[src/rtl/fpadd_pkg.sv]
// Shared definitions for the sequential floating-point adder/subtractor.
//   state_t     : FSM encoding (IDLE, ALIGN, ADD, NORM, ROUND, OUT)
//   FLG_*       : bit positions inside the 4-bit flags word
//   canon_qnan  : canonical quiet NaN for a given exponent/fraction width,
//                 returned right-aligned in 64 bits (caller truncates).
package fpadd_pkg;

   typedef enum logic [2:0] {
      IDLE,
      ALIGN,
      ADD,
      NORM,
      ROUND,
      OUT
   } state_t;

   localparam int unsigned FLG_INV = 3;
   localparam int unsigned FLG_OVF = 2;
   localparam int unsigned FLG_UNF = 1;
   localparam int unsigned FLG_INX = 0;

   // Sign 0, exponent all ones, only the fraction MSB set.
   function automatic logic [63:0] canon_qnan(input int unsigned exp_w,
                                              input int unsigned man_w);
      logic [63:0] q;
      q = '0;
      for (int unsigned i = 0; i < exp_w; i++) begin
         q = q | (64'(1) << (man_w + i));
      end
      q = q | (64'(1) << (man_w - 1));
      return q;
   endfunction

endpackage

[src/rtl/fp_lzc.sv]
// Parametrised leading-zero counter.
//   din      : input vector, MSB first
//   count    : number of zeros above the most significant set bit
//              (WIDTH when din is all zero)
//   all_zero : din has no set bit
module fp_lzc
   import fpadd_pkg::*;
#(
   parameter int unsigned WIDTH = 27,
   parameter int unsigned CNT_W = $clog2(WIDTH + 1)
) (
   input  logic [WIDTH-1:0] din,
   output logic [CNT_W-1:0] count,
   output logic             all_zero
);

   // Ascending scan: the highest set bit is the last one to write count.
   always_comb begin
      count = CNT_W'(WIDTH);
      for (int unsigned i = 0; i < WIDTH; i++) begin
         if (din[i]) begin
            count = CNT_W'(WIDTH - 1 - i);
         end
      end
   end

   assign all_zero = ~|din;

endmodule

[src/rtl/fp_addsub_seq.sv]
// Multi-cycle IEEE-754-style adder/subtractor, round-to-nearest-even,
// subnormals flushed to zero on input and output.
// Optional build macro: FPADD_FLAGS_EN (exception flags; tied to 0 if undefined).
// Ports:
//   clk, rst   : clock, synchronous active-high reset
//   in_valid   : operand set (a, b, op) valid      in_ready  : block idle
//   op         : 0 = a+b, 1 = a-b
//   a, b       : operands {sign, exponent, fraction}
//   out_valid  : result/flags valid                out_ready : consumer accepts
//   result     : rounded result
//   flags      : {invalid, overflow, underflow, inexact}
module fp_addsub_seq
   import fpadd_pkg::*;
#(
   parameter int unsigned EXP_W = 8,
   parameter int unsigned MAN_W = 23
) (
   input  logic                   clk,
   input  logic                   rst,
   input  logic                   in_valid,
   output logic                   in_ready,
   input  logic                   op,
   input  logic [EXP_W+MAN_W:0]   a,
   input  logic [EXP_W+MAN_W:0]   b,
   output logic                   out_valid,
   input  logic                   out_ready,
   output logic [EXP_W+MAN_W:0]   result,
   output logic [3:0]             flags
);

   localparam int unsigned W   = 1 + EXP_W + MAN_W;
   localparam int unsigned SW  = MAN_W + 4;          // hidden + fraction + G/R/S
   localparam int unsigned KW  = MAN_W + 2;          // kept significand + round carry
   localparam int unsigned LZW = $clog2(SW + 1);
   localparam int unsigned EW  = EXP_W + LZW + 1;    // signed working exponent

   localparam logic [W-1:0]          QNAN  = W'(canon_qnan(EXP_W, MAN_W));
   localparam logic signed [EW-1:0]  E_ONE = EW'(1);
   localparam logic signed [EW-1:0]  E_MAX = EW'((1 << EXP_W) - 1);

   state_t                 state;
   logic [W-1:0]           a_r, b_r;
   logic                   op_r;
   logic                   spec_r;
   logic [W-1:0]           spec_res_r;
   logic                   sign_r, zsign_r, sub_r, zero_r;
   logic signed [EW-1:0]   exp_r;
   logic [SW-1:0]          big_r, small_r, norm_r;
   logic [SW:0]            sum_r;

   // ---------------- ALIGN: unpack, classify, swap, align ----------------
   logic [EXP_W-1:0] ea, eb, e_l, e_s, diff;
   logic [MAN_W-1:0] fa, fb, fa_f, fb_f, f_l, f_s;
   logic             sa, b_sign, a_nan, b_nan, a_inf, b_inf, a_ge;
   logic [SW-1:0]    m_l, m_s, ones_sw, shifted, small_al;
   logic             lost, spec;
   logic [W-1:0]     spec_res;

   always_comb begin
      ea      = a_r[W-2:MAN_W];
      eb      = b_r[W-2:MAN_W];
      fa      = a_r[MAN_W-1:0];
      fb      = b_r[MAN_W-1:0];
      sa      = a_r[W-1];
      b_sign  = b_r[W-1] ^ op_r;
      a_nan   = (&ea) & (|fa);
      b_nan   = (&eb) & (|fb);
      a_inf   = (&ea) & ~(|fa);
      b_inf   = (&eb) & ~(|fb);
      // Subnormal inputs already carry exponent 0; dropping the fraction makes them zero.
      fa_f    = (ea == '0) ? '0 : fa;
      fb_f    = (eb == '0) ? '0 : fb;
      a_ge    = {ea, fa_f} >= {eb, fb_f};
      e_l     = a_ge ? ea : eb;
      e_s     = a_ge ? eb : ea;
      f_l     = a_ge ? fa_f : fb_f;
      f_s     = a_ge ? fb_f : fa_f;
      m_l     = (e_l == '0) ? '0 : {1'b1, f_l, 3'b000};
      m_s     = (e_s == '0) ? '0 : {1'b1, f_s, 3'b000};
      diff    = e_l - e_s;
      ones_sw = '1;
      shifted = m_s >> diff;
      lost    = |(m_s & ~(ones_sw << diff));
      if (32'(diff) >= 32'(SW - 1)) begin
         small_al = {{(SW-1){1'b0}}, |m_s};
      end else begin
         small_al = shifted | {{(SW-1){1'b0}}, lost};
      end

      spec     = 1'b0;
      spec_res = '0;
      if (a_nan || b_nan) begin
         spec     = 1'b1;
         spec_res = QNAN;
      end else if (a_inf && b_inf && (sa != b_sign)) begin
         spec     = 1'b1;
         spec_res = QNAN;
      end else if (a_inf) begin
         spec     = 1'b1;
         spec_res = {sa, {EXP_W{1'b1}}, {MAN_W{1'b0}}};
      end else if (b_inf) begin
         spec     = 1'b1;
         spec_res = {b_sign, {EXP_W{1'b1}}, {MAN_W{1'b0}}};
      end
   end

   // ---------------- NORM: leading-zero count ----------------
   logic [LZW-1:0] lz;
   logic           lz_zero;

   fp_lzc #(
      .WIDTH (SW),
      .CNT_W (LZW)
   ) u_lzc (
      .din      (sum_r[SW-1:0]),
      .count    (lz),
      .all_zero (lz_zero)
   );

   // ---------------- ROUND: nearest-even, renormalise, range check ----------------
   logic [KW-1:0]          keep, rounded;
   logic                   rnd_up;
   logic signed [EW-1:0]   exp_fin;
   logic [MAN_W-1:0]       frac_fin;
   logic                   ovf_c, unf_c;
   logic [W-1:0]           res_next;

   always_comb begin
      keep     = {1'b0, norm_r[SW-1:3]};
      rnd_up   = norm_r[2] & (norm_r[1] | norm_r[0] | norm_r[3]);
      rounded  = keep + KW'(rnd_up);
      exp_fin  = rounded[KW-1] ? (exp_r + E_ONE) : exp_r;
      frac_fin = rounded[KW-1] ? rounded[MAN_W:1] : rounded[MAN_W-1:0];
      ovf_c    = exp_fin >= E_MAX;
      unf_c    = exp_fin < E_ONE;
      if (spec_r) begin
         res_next = spec_res_r;
      end else if (zero_r) begin
         res_next = {zsign_r, {(W-1){1'b0}}};
      end else if (ovf_c) begin
         res_next = {sign_r, {EXP_W{1'b1}}, {MAN_W{1'b0}}};
      end else if (unf_c) begin
         res_next = {sign_r, {(W-1){1'b0}}};
      end else begin
         res_next = {sign_r, exp_fin[EXP_W-1:0], frac_fin};
      end
   end

   // ---------------- FSM and datapath registers ----------------
   always_ff @(posedge clk) begin
      if (rst) begin
         state      <= IDLE;
         in_ready   <= 1'b1;
         out_valid  <= 1'b0;
         result     <= '0;
         a_r        <= '0;
         b_r        <= '0;
         op_r       <= 1'b0;
         spec_r     <= 1'b0;
         spec_res_r <= '0;
         sign_r     <= 1'b0;
         zsign_r    <= 1'b0;
         sub_r      <= 1'b0;
         zero_r     <= 1'b0;
         exp_r      <= '0;
         big_r      <= '0;
         small_r    <= '0;
         norm_r     <= '0;
         sum_r      <= '0;
      end else begin
         case (state)
            IDLE: begin
               if (in_valid && in_ready) begin
                  a_r      <= a;
                  b_r      <= b;
                  op_r     <= op;
                  in_ready <= 1'b0;
                  state    <= ALIGN;
               end
            end
            ALIGN: begin
               spec_r     <= spec;
               spec_res_r <= spec_res;
               sign_r     <= a_ge ? sa : b_sign;
               // Exact zero is -0 only when both effective signs are negative.
               zsign_r    <= sa & b_sign;
               sub_r      <= sa ^ b_sign;
               exp_r      <= EW'(e_l);
               big_r      <= m_l;
               small_r    <= small_al;
               state      <= ADD;
            end
            ADD: begin
               sum_r <= sub_r ? ({1'b0, big_r} - {1'b0, small_r})
                              : ({1'b0, big_r} + {1'b0, small_r});
               state <= NORM;
            end
            NORM: begin
               if (sum_r[SW]) begin
                  norm_r <= {sum_r[SW:2], sum_r[1] | sum_r[0]};
                  exp_r  <= exp_r + E_ONE;
               end else begin
                  norm_r <= sum_r[SW-1:0] << lz;
                  exp_r  <= exp_r - EW'(lz);
               end
               zero_r <= lz_zero & ~sum_r[SW];
               state  <= ROUND;
            end
            ROUND: begin
               result    <= res_next;
               out_valid <= 1'b1;
               state     <= OUT;
            end
            OUT: begin
               if (out_ready) begin
                  out_valid <= 1'b0;
                  in_ready  <= 1'b1;
                  state     <= IDLE;
               end
            end
            default: begin
               state <= IDLE;
            end
         endcase
      end
   end

`ifdef FPADD_FLAGS_EN
   logic       spec_inv, spec_inv_r;
   logic [3:0] flags_r, flg_next;

   // Signalling NaN has the fraction MSB clear; inf-inf needs opposite effective signs.
   assign spec_inv = (a_nan & ~fa[MAN_W-1]) | (b_nan & ~fb[MAN_W-1]) |
                     (~a_nan & ~b_nan & a_inf & b_inf & (sa != b_sign));

   always_comb begin
      flg_next = '0;
      if (spec_r) begin
         flg_next[FLG_INV] = spec_inv_r;
      end else if (zero_r) begin
         flg_next = '0;
      end else if (ovf_c) begin
         flg_next[FLG_OVF] = 1'b1;
         flg_next[FLG_INX] = 1'b1;
      end else if (unf_c) begin
         flg_next[FLG_UNF] = 1'b1;
         flg_next[FLG_INX] = 1'b1;
      end else begin
         flg_next[FLG_INX] = |norm_r[2:0];
      end
   end

   always_ff @(posedge clk) begin
      if (rst) begin
         flags_r    <= '0;
         spec_inv_r <= 1'b0;
      end else begin
         if (state == ALIGN) begin
            spec_inv_r <= spec_inv;
         end
         if (state == ROUND) begin
            flags_r <= flg_next;
         end
      end
   end

   assign flags = flags_r;
`else
   assign flags = '0;
`endif

endmodule

[config.mk]
export PLATFORM = sky130hd
export DESIGN_NAME = fp_addsub_seq
export DESIGN_NICKNAME = d
export VERILOG_FILES = /design/src/rtl/fpadd_pkg.sv /design/src/rtl/fp_lzc.sv /design/src/rtl/fp_addsub_seq.sv
export SDC_FILE = /design/constraint.sdc
export NUM_CORES = 1
export LEC_CHECK = 0
export BUFFER_PORTS_ARGS = -buffer_cell sky130_fd_sc_hd__buf_4
export CORE_ASPECT_RATIO = 0.75
export CORE_MARGIN = 5
export CORE_UTILIZATION = 50
export CTS_CLUSTER_SIZE = 40
export DETAILED_ROUTE_END_ITERATION = 7
export PLACE_DENSITY = 0.71
export SLEW_MARGIN = 40
export SYNTH_ARGS = -nofsm -noshare
export SYNTH_HDL_FRONTEND = slang
export SYNTH_SLANG_ARGS = --single-unit
export TNS_END_PERCENT = 5
[constraint.sdc]
create_clock -name clk -period 11.9 [get_ports clk]
set_clock_uncertainty 0.1 [all_clocks]
set_input_delay 1.19 -clock clk [delete_from_list [all_inputs] [get_ports clk]]
set_output_delay 1.19 -clock clk [all_outputs]
set_load 0.01 [all_outputs]
==> results of run 1 <==
==> worst paths after layout <==
check / startpoint / endpoint / slack [ns] / cells past startpoint
worst max-delay path: a_r[24]$_SDFFE_PP0P_ / small_r[0]$_SDFFE_PP0P_ / 4.50 / 24
worst min-delay path: result[31]$_SDFFE_PP0P_ / result[31]$_SDFFE_PP0P_ / 0.35 / 2
worst max register to register: a_r[24]$_SDFFE_PP0P_ / small_r[0]$_SDFFE_PP0P_ / 4.50 / 24
worst min register to register: result[31]$_SDFFE_PP0P_ / result[31]$_SDFFE_PP0P_ / 0.35 / 2
==> kinds of logic (layout without fill, tap and decap cells) <==
| kind of cell | Yosys count | in the layout | synth area share |
|---|---|---|---|
| adder cells (fa/ha/maj) | 66 | 66 | 0.0500 |
| multiplexers | 109 | 109 | 0.0774 |
| XOR/XNOR | 87 | 87 | 0.0457 |
| flip-flops | 229 | 229 | 0.275 |
| AO/OA/AOI/OAI | 632 | 632 | 0.241 |
| other | 1 | 4 | 0.000225 |
| AND/OR/NAND/NOR | 961 | 961 | 0.256 |
| buffers and inverters | 229 | 241 | 0.0547 |
==> state kept, by name (all words and copies together), names as in the netlist, 3 cells and up <==
name,flops
exp_r,14
b_r,32
big_r,24
spec_res_r,3
a_r,32
small_r,27
result,32
sum_r,28
norm_r,27
state,3
==> cells in the mapped netlist, types with 7 or more instances <==
library cell,n,area [sq um]
o21ai_0,122,611
nor3_1,76,380
a31oi_1,19,119
xor2_1,25,219
buf_2,15,75.1
o221ai_1,7,61.3
a21boi_0,8,60.1
buf_1,9,33.8
inv_1,66,248
a21o_1,23,173
or4_1,7,52.6
a221oi_1,12,105
nand2b_1,12,75.1
buf_4,7,52.6
o31ai_1,18,135
nand4_1,25,156
o211ai_1,20,150
mux2i_1,84,841
or3_1,23,144
dfxtp_1,229,4580
xnor2_1,62,543
clkbuf_1,129,484
nor2_1,238,893
and2_1,19,119
nand2_1,426,1600
mux2_2,9,101
nor4_1,32,200
mux4_2,15,338
nand3_1,47,235
ha_1,65,813
and3_1,18,113
a22oi_1,55,413
a211oi_1,23,173
o21a_1,7,52.6
a21oi_1,221,1110
nor2b_1,15,93.8
a2111oi_0,8,70.1
==> layout make-up <==
class	count	area, sq um	area share
clock buffers	33	696	0.0376
clock inverters	12	170	0.00920
inverters	68	255	0.0138
multi-input cells	1859	11300	0.609
flip-flops and latches	229	4580	0.248
well taps	442	553	0.0299
repair buffers	128	977	0.0528
==> metal layers <==
layer,global-route usage,up-vias,routed length (microns)
li1,-,8277,-
met1,0.432,8079,25900
met2,0.406,726,22300
met3,0.0567,67,5370
met4,0.0461,0,854
met5,0,-,0
==> stage by stage <==
stage,setup slack (ns),cell area [sq um],total power [mW],utilization
2_1_floorplan,5.58,16700,3.01,-
3_3_place_gp,4.91,17600,3.64,0.538
3_5_place_dp,4.82,17600,3.67,0.539
4_1_cts,4.75,18500,4.50,0.565
5_1_grt,4.15,18500,4.86,0.566
6_report,4.50,18500,4.56,0.566
==> placed cells by master (no fill, tap or decap), types with 9 or more instances in the layout <==
cell type,count
a22oi_1,55
nand2b_1,12
a21oi_1,220
mux2_2,9
nand2_1,422
nor2b_1,15
nand3_1,46
and3_1,18
clkbuf_16,25
o211ai_1,20
or3_1,21
nand4_1,25
a31oi_1,18
xor2_1,24
mux4_2,15
xnor2_1,62
nor4_1,31
nor3_1,74
a211oi_1,23
dfxtp_1,229
nor2_1,237
a21o_1,23
inv_1,65
ha_1,65
mux2i_1,83
a221oi_1,12
and2_1,18
o21ai_0,120
o31ai_1,18
buf_4,126
==> worst max-delay path, cell delays in order (launching register included) <==
cell       delay [ns]
dfxtp_1          0.42
or4_1            0.54
or3_2            0.71
nand2_1          0.21
inv_1            0.09
ha_1             0.29
and3_1           0.24
and3_1           0.20
o31a_1           0.20
o31a_1           0.50
nor2_1           0.14
buf_4            0.26
a22oi_1          0.20
ha_1             0.20
inv_1            0.08
nand3_1          0.11
a22oi_1          0.08
a31o_2           0.24
or3_1            0.72
or3_1            0.48
a221oi_1         0.30
o221ai_1         0.16
a2111oi_0        0.46
o2111a_1         0.26
nor3_1           0.05
==> report_power, final <==
group	leakage (nW)	total, mW	internal (mW)	switching (mW)
Combinational	5.00	2.79	1.00	1.79
Sequential	1.86	0.950	0.832	0.118
Clock	0.420	0.823	0.483	0.341
==> flow_summary.json, run 1 <==
{
  "drive_above_1_share": 0.0988,
  "h-tree-depth": 1,
  "ir_worst_vdd_mv": 0.143,
  "cts-root-buf": "clkbuf_16",
  "finalCritPeriodShare": 0.622,
  "clk_pin_slew_worst_paths_ns": 0.07,
  "postCtsSetupRepairBufs": 0,
  "ctsResizeCount": 0,
  "die_h_microns": 168,
  "worstMarginPinSlew_ns": 0.865,
  "die_area_sq_um": 37100,
  "maxSlewHeadroom": 0.418,
  "start_util": 0.511,
  "ys_warn_count": 0,
  "rows": 57,
  "fillers": 3151,
  "routed_via_density": 6.19,
  "hold_ws_ns": 0.355,
  "first_global_vias": 15700,
  "maxClockFrequency_ghz": 0.135,
  "nets": 2446,
  "synthFlopType": "dfxtp_1",
  "synth_area_per_cell_sq_um": 7.21,
  "required_ns": 12.23,
  "final_cells": 2771,
  "seq_area_frac_synth": 0.275,
  "slew_violations": 0,
  "status": "complete, no violations",
  "grt_max_degree": 80,
  "ys_ff_latch": 229,
  "crit_type": "reg -> reg",
  "insertedDiodeCount": 0,
  "synthArstFlopShare": 0,
  "hold_path_class": "reg -> reg",
  "rsz0062_at_grt": "no",
  "cts_num_sinks": 229,
  "num_vias": 17100,
  "fin_setup_tns_ns": 0,
  "synth_edf_count": 0,
  "period_needed_ns": 7.40,
  "worst_setup_path_start_kind": "flip-flop",
  "endpoint_kind": "flip-flop",
  "cts_tree": "yes",
  "firstDrtPassIters": 6,
  "grt_pass1_wl_microns": 86800,
  "placedCellCount": 2725,
  "cts_made_buffers": 25,
  "wire_per_inst_microns": 19.6,
  "critPathMaxFanout": 25,
  "grt-ovfl-total": 0,
  "leakagePower_nw": 7.28,
  "syn_to_final_growth_pct": 10.9,
  "chipWidth_microns": 221,
  "clock_latency_ns": 0.56,
  "ys_types": 87,
  "dp_hpwl_microns": 41600,
  "ctsHoldBuffers": 0,
  "ant_nets": 0,
  "io_pins": 107,
  "core_sq_um": 32700,
  "drt_wl_total_microns": 54400,
  "hold_violations": 0,
  "syn-cell-area_sq_um": 16700,
  "synthCells": 2314,
  "setup_viol": 0,
  "cts_buffer_depth": 3,
  "antenna_found_initial": 0,
  "critical_path_arrival_ns": 7.73,
  "cap_violations": 0,
  "drt-initial-drc-count": 1964,
  "track_usage": 0.279,
  "port_buffers": 102,
  "powerDensity_nw_per_um2": 247,
  "place_congestion": 0.973,
  "drc": 0
}
Power figures use the tool's default switching activity.
==> run 2, diff against run 1 <==
clock period = 7.2 ns   (was 11.9 ns; I/O delays follow)
==> flow_summary.json, run 2 (same netlist as run 1, synthesis figures left out) <==
{
  "status": "complete, no violations",
  "final_cell_mix": "nand2_1, nor2_1, dfxtp_1",
  "maxSlewHeadroom": 0.446,
  "syn_to_final_growth_pct": 11.5,
  "cts_tree": "yes",
  "rows": 57,
  "cts-root-buf": "clkbuf_16",
  "hold_path_class": "in -> reg",
  "critPathTopFamily": "simple AND/OR/NAND/NOR gates",
  "core_sq_um": 32700,
  "place_congestion": 0.972,
  "cts_num_sinks": 229,
  "num_vias": 17400,
  "clk_pin_slew_worst_paths_ns": 0.07,
  "r2r_slack_ns": 0.52,
  "leakagePower_nw": 7.34,
  "setup_viol": 0,
  "cap_violations": 0,
  "required_ns": 7.58,
  "antenna_found_initial": 1,
  "drive_above_1_share": 0.102,
  "r2r_end": "small_r[6]$_SDFFE_PP0P_",
  "grt_pass1_wl_microns": 88000,
  "worst_setup_path_start_kind": "flip-flop",
  "cp_num_buf_inv": 4,
  "crit_end": "small_r[6]$_SDFFE_PP0P_",
  "final_common_cell": "nand2_1",
  "slew_violations": 0,
  "maxClockFrequency_ghz": 0.150,
  "hold_violations": 0,
  "ant_nets": 0,
  "slowest_stage": "or3_2",
  "die_h_microns": 168,
  "dp_slack_ns": 0.744,
  "power_mw": 7.63,
  "ctsResizeCount": 0,
  "die_area_sq_um": 37100,
  "chipWidth_microns": 221,
  "drt-initial-drc-count": 1696,
  "startpoint": "a_r[24]$_SDFFE_PP0P_",
  "firstDrtPassIters": 6,
  "drt_wl_total_microns": 56400,
  "finalCritPeriodShare": 0.928,
  "ir_worst_vdd_mv": 0.205,
  "wire_per_inst_microns": 20.2,
  "critPathMaxFanout": 31,
  "postCtsSetupRepairBufs": 0,
  "crit_type": "reg -> reg",
  "ctsHoldBuffers": 0,
  "final_cells": 2787,
  "timing.rr.start": "a_r[24]$_SDFFE_PP0P_",
  "cts_buffer_depth": 3,
  "reg2reg_depth": 25,
  "start_util": 0.511,
  "first_global_vias": 15500,
  "top_regs": "a_r: 32 flops, b_r: 32 flops, result: 32 flops",
  "finish.utilization": 0.569,
  "endpoint_kind": "flip-flop",
  "grt-ovfl-total": 0,
  "h-tree-depth": 1,
  "period_needed_ns": 6.68,
  "crit_cells": 25,
  "grt_max_degree": 80,
  "drc": 0,
  "critical_path_arrival_ns": 7.06,
  "port_buffers": 102,
  "cts_made_buffers": 24,
  "clock_latency_ns": 0.56,
  "worstMarginPinSlew_ns": 0.822,
  "powerDensity_nw_per_um2": 410,
  "finalWorstSetupSlack_ns": 0.521,
  "io_pins": 107,
  "nets": 2461,
  "dp_hpwl_microns": 43600,
  "rsz0062_at_grt": "no",
  "fin_setup_tns_ns": 0,
  "routed_via_density": 6.23,
  "placedCellCount": 2742,
  "cpPeakStageDelay_ns": 0.71,
  "track_usage": 0.288
}
-- run 2: cell types whose count changed in the layout (fill, tap and decap cells not counted), moves of 2 or more --
cell and change:
nand2_2 -2, o21ai_1 -2, o21ai_0 +2, inv_6 -4, buf_4 +15
-- run 2: report_power, final --
part           switching, mW  leakage [nW]  total (mW)  internal, mW
logic                   3.01          5.09        4.74          1.73
registers              0.188          1.86        1.56          1.38
clock network          0.548         0.402        1.32         0.776
-- run 2: worst min path at each step --
stage / from / to / slack, ns / cells after the start
after global routing: b[17] / b_r[17]$_SDFFE_PP0P_ / 0.31 / 3
after detailed placement: result[16]$_SDFFE_PP0P_ / result[16]$_SDFFE_PP0P_ / 0.35 / 2
after global placement: result[10]$_SDFFE_PP0P_ / result[10]$_SDFFE_PP0P_ / 0.34 / 2
final: b[5] / b_r[5]$_SDFFE_PP0P_ / 0.31 / 3
after CTS: b[5] / b_r[5]$_SDFFE_PP0P_ / 0.29 / 3
after floorplan: zsign_r$_SDFFE_PP0P_ / zsign_r$_SDFFE_PP0P_ / 0.34 / 2
-- run 2: tightest hold or removal path: cells and delay by family --
| family | cells | cell delay [ns] |
|---|---|---|
| compound gates | 1 | 0.05 |
| buf+inv | 1 | 0.11 |
| simple gates | 1 | 0.04 |
-- run 2: area by class of cell --
type	count	area, sq um
tap	442	553
clock inverter	11	153
sequential	229	4580
inverter	68	255
multi-input combinational	1859	11300
timing repair buffer	144	1100
antenna	1	2.50
clock buffer	33	684
fill	3175	14100
-- run 2: stage by stage --
step                      instance area (sq um)  hold WS [ns]
after global placement                    17700         0.344
after floorplan                           16700         0.336
after detailed placement                  17700         0.346
after CTS                                 18600         0.288
final                                     18600         0.306
after global routing                      18600         0.311
-- run 2: routing by layer --
layer  track usage  vias to the layer above  wire length, microns  share of wire
li1              -                     8308                     -              -
met1         0.439                     8226                 27100           0.48
met2         0.405                      745                 22300           0.40
met3        0.0682                       86                  5440          0.097
met4        0.0736                        0                  1520          0.027
met5             0                        -                     0              0
==> run 3, diff against run 2 <==
CORE_ASPECT_RATIO = 1.4   (was 0.75)
CTS_BUF_LIST = sky130_fd_sc_hd__clkbuf_8 sky130_fd_sc_hd__clkbuf_16   (was not set)
==> flow_summary.json, run 3 (same netlist as run 1, synthesis figures left out) <==
{
  "port_buffers": 102,
  "io_pins": 107,
  "fillers": 3262,
  "powerDensity_nw_per_um2": 410,
  "wl_met2_microns": 29200,
  "postCtsSetupRepairBufs": 0,
  "critPathMaxFanout": 21,
  "ant_nets": 0,
  "syn_to_final_growth_pct": 11.8,
  "cap_violations": 0,
  "finish.utilization": 0.563,
  "cp_num_buf_inv": 1,
  "hold_path_class": "in -> reg",
  "die_area_sq_um": 37200,
  "core_sq_um": 33100,
  "wire_per_inst_microns": 20.4,
  "worst_setup_path_start_kind": "flip-flop",
  "regArea_sq_um": 4580,
  "first_global_vias": 16800,
  "track_usage": 0.300,
  "placed_cell_area_sq_um": 17800,
  "cts_buffer_depth": 3,
  "worstMarginPinSlew_ns": 1.00,
  "grt_max_degree": 80,
  "insertedDiodeCount": 0,
  "drt-initial-drc-count": 1223,
  "dr_wl_met3_microns": 2580,
  "power_mw": 7.65,
  "fin_setup_tns_ns": 0,
  "drc": 0,
  "antenna_found_initial": 0,
  "rows": 79,
  "routed_via_density": 6.15,
  "slew_violations": 0,
  "leakagePower_nw": 7.38,
  "firstDrtPassIters": 6,
  "placedCellCount": 2749,
  "final_cells": 2792,
  "critical_path_arrival_ns": 7.02,
  "grt_pass1_wl_microns": 89300,
  "cpPeakStageDelay_ns": 0.69,
  "final_common_cell": "nand2_1",
  "critPathTopFamily": "simple AND/OR/NAND/NOR gates",
  "ctsHoldBuffers": 0,
  "chipWidth_microns": 164,
  "path_cells": "or4_1, or3_1, and2_1, ha_1, a211oi_2, nor2_1, o31a_1, o31a_1, nor2_1, nor2_1, a22oi_1, ha_1, inv_1, nand3_1, a22oi_1, a31o_2, or3_1, or3_1, a221oi_1, o221ai_1, a2111oi_0, o2111a_1, nor3_1",
  "finalCritPeriodShare": 0.928,
  "drive_above_1_share": 0.105,
  "cts_made_buffers": 26,
  "endpoint_kind": "flip-flop",
  "setup_viol": 0,
  "cts_tree": "yes",
  "status": "complete, no violations",
  "wl_met1_microns": 21000,
  "required_ns": 7.53,
  "cts_num_sinks": 229,
  "slowest_stage": "or3_1",
  "drt_wl_total_microns": 57000,
  "top_layer_used": "met4",
  "place_congestion": 0.996,
  "final_cell_mix": "nand2_1, nor2_1, dfxtp_1",
  "h-tree-depth": 1,
  "stdcell_area_sq_um": 18700,
  "maxClockFrequency_ghz": 0.150,
  "cts-root-buf": "clkbuf_16",
  "clock_latency_ns": 0.57,
  "maxSlewHeadroom": 0.325,
  "nets": 2467,
  "num_vias": 17200,
  "multi_input_area_sq_um": 11300,
  "grt-ovfl-total": 0,
  "rsz0062_at_grt": "no",
  "die_h_microns": 226,
  "top_regs": "a_r: 32 flops, b_r: 32 flops, result: 32 flops",
  "clk_pin_slew_worst_paths_ns": 0.07,
  "start_util": 0.504,
  "hold_violations": 0,
  "ir_worst_vdd_mv": 0.251,
  "crit_type": "reg -> reg",
  "period_needed_ns": 6.68,
  "ctsResizeCount": 0,
  "dp_hpwl_microns": 44400
}
[run 3: cell type report]
| type | instances | area share |
|---|---|---|
| Tap cell | 445 | 0.0299 |
| Clock inverter | 12 | 0.00798 |
| Multi-Input combinational cell | 1859 | 0.604 |
| Inverter | 68 | 0.0137 |
| Clock buffer | 31 | 0.0386 |
| Timing Repair Buffer | 148 | 0.0600 |
| Sequential cell | 229 | 0.246 |
[run 3: tightest hold or removal path, cell delays in order]
cell and delay [ns]:
buf_4 0.11, nand2_1 0.04, a21oi_1 0.05
[run 3: path summary, 6_finish.rpt]
kind / depth (start not counted) / endpoint / slack [ns] / startpoint
setup / recovery: 23 / small_r[0]$_SDFFE_PP0P_ / 0.52 / a_r[24]$_SDFFE_PP0P_
hold / removal: 3 / a_r[16]$_SDFFE_PP0P_ / 0.29 / a[16]
setup reg to reg: 23 / small_r[0]$_SDFFE_PP0P_ / 0.52 / a_r[24]$_SDFFE_PP0P_
hold reg to reg: 2 / result[6]$_SDFFE_PP0P_ / 0.36 / result[6]$_SDFFE_PP0P_
[run 3: layer usage]
metal / global-route usage / vias up
li1: - / 8320
met1: 0.321 / 8057
met2: 0.549 / 587
met3: 0.0323 / 205
met4: 0.200 / 0
met5: 0 / -
[run 3: power by group]
group          total (mW)  switching [mW]  internal, mW
logic                4.71            2.98          1.74
clock network        1.36           0.580         0.784
registers            1.57           0.196          1.38
total                7.65            3.75          3.90
[run 3: stage by stage]
step	worst slack (ns)	hold WS (ns)
final	0.517	0.288
after CTS	0.582	0.274
after detailed placement	0.607	0.350
after global placement	0.648	0.344
after floorplan	0.879	0.336
after global routing	0.0772	0.291
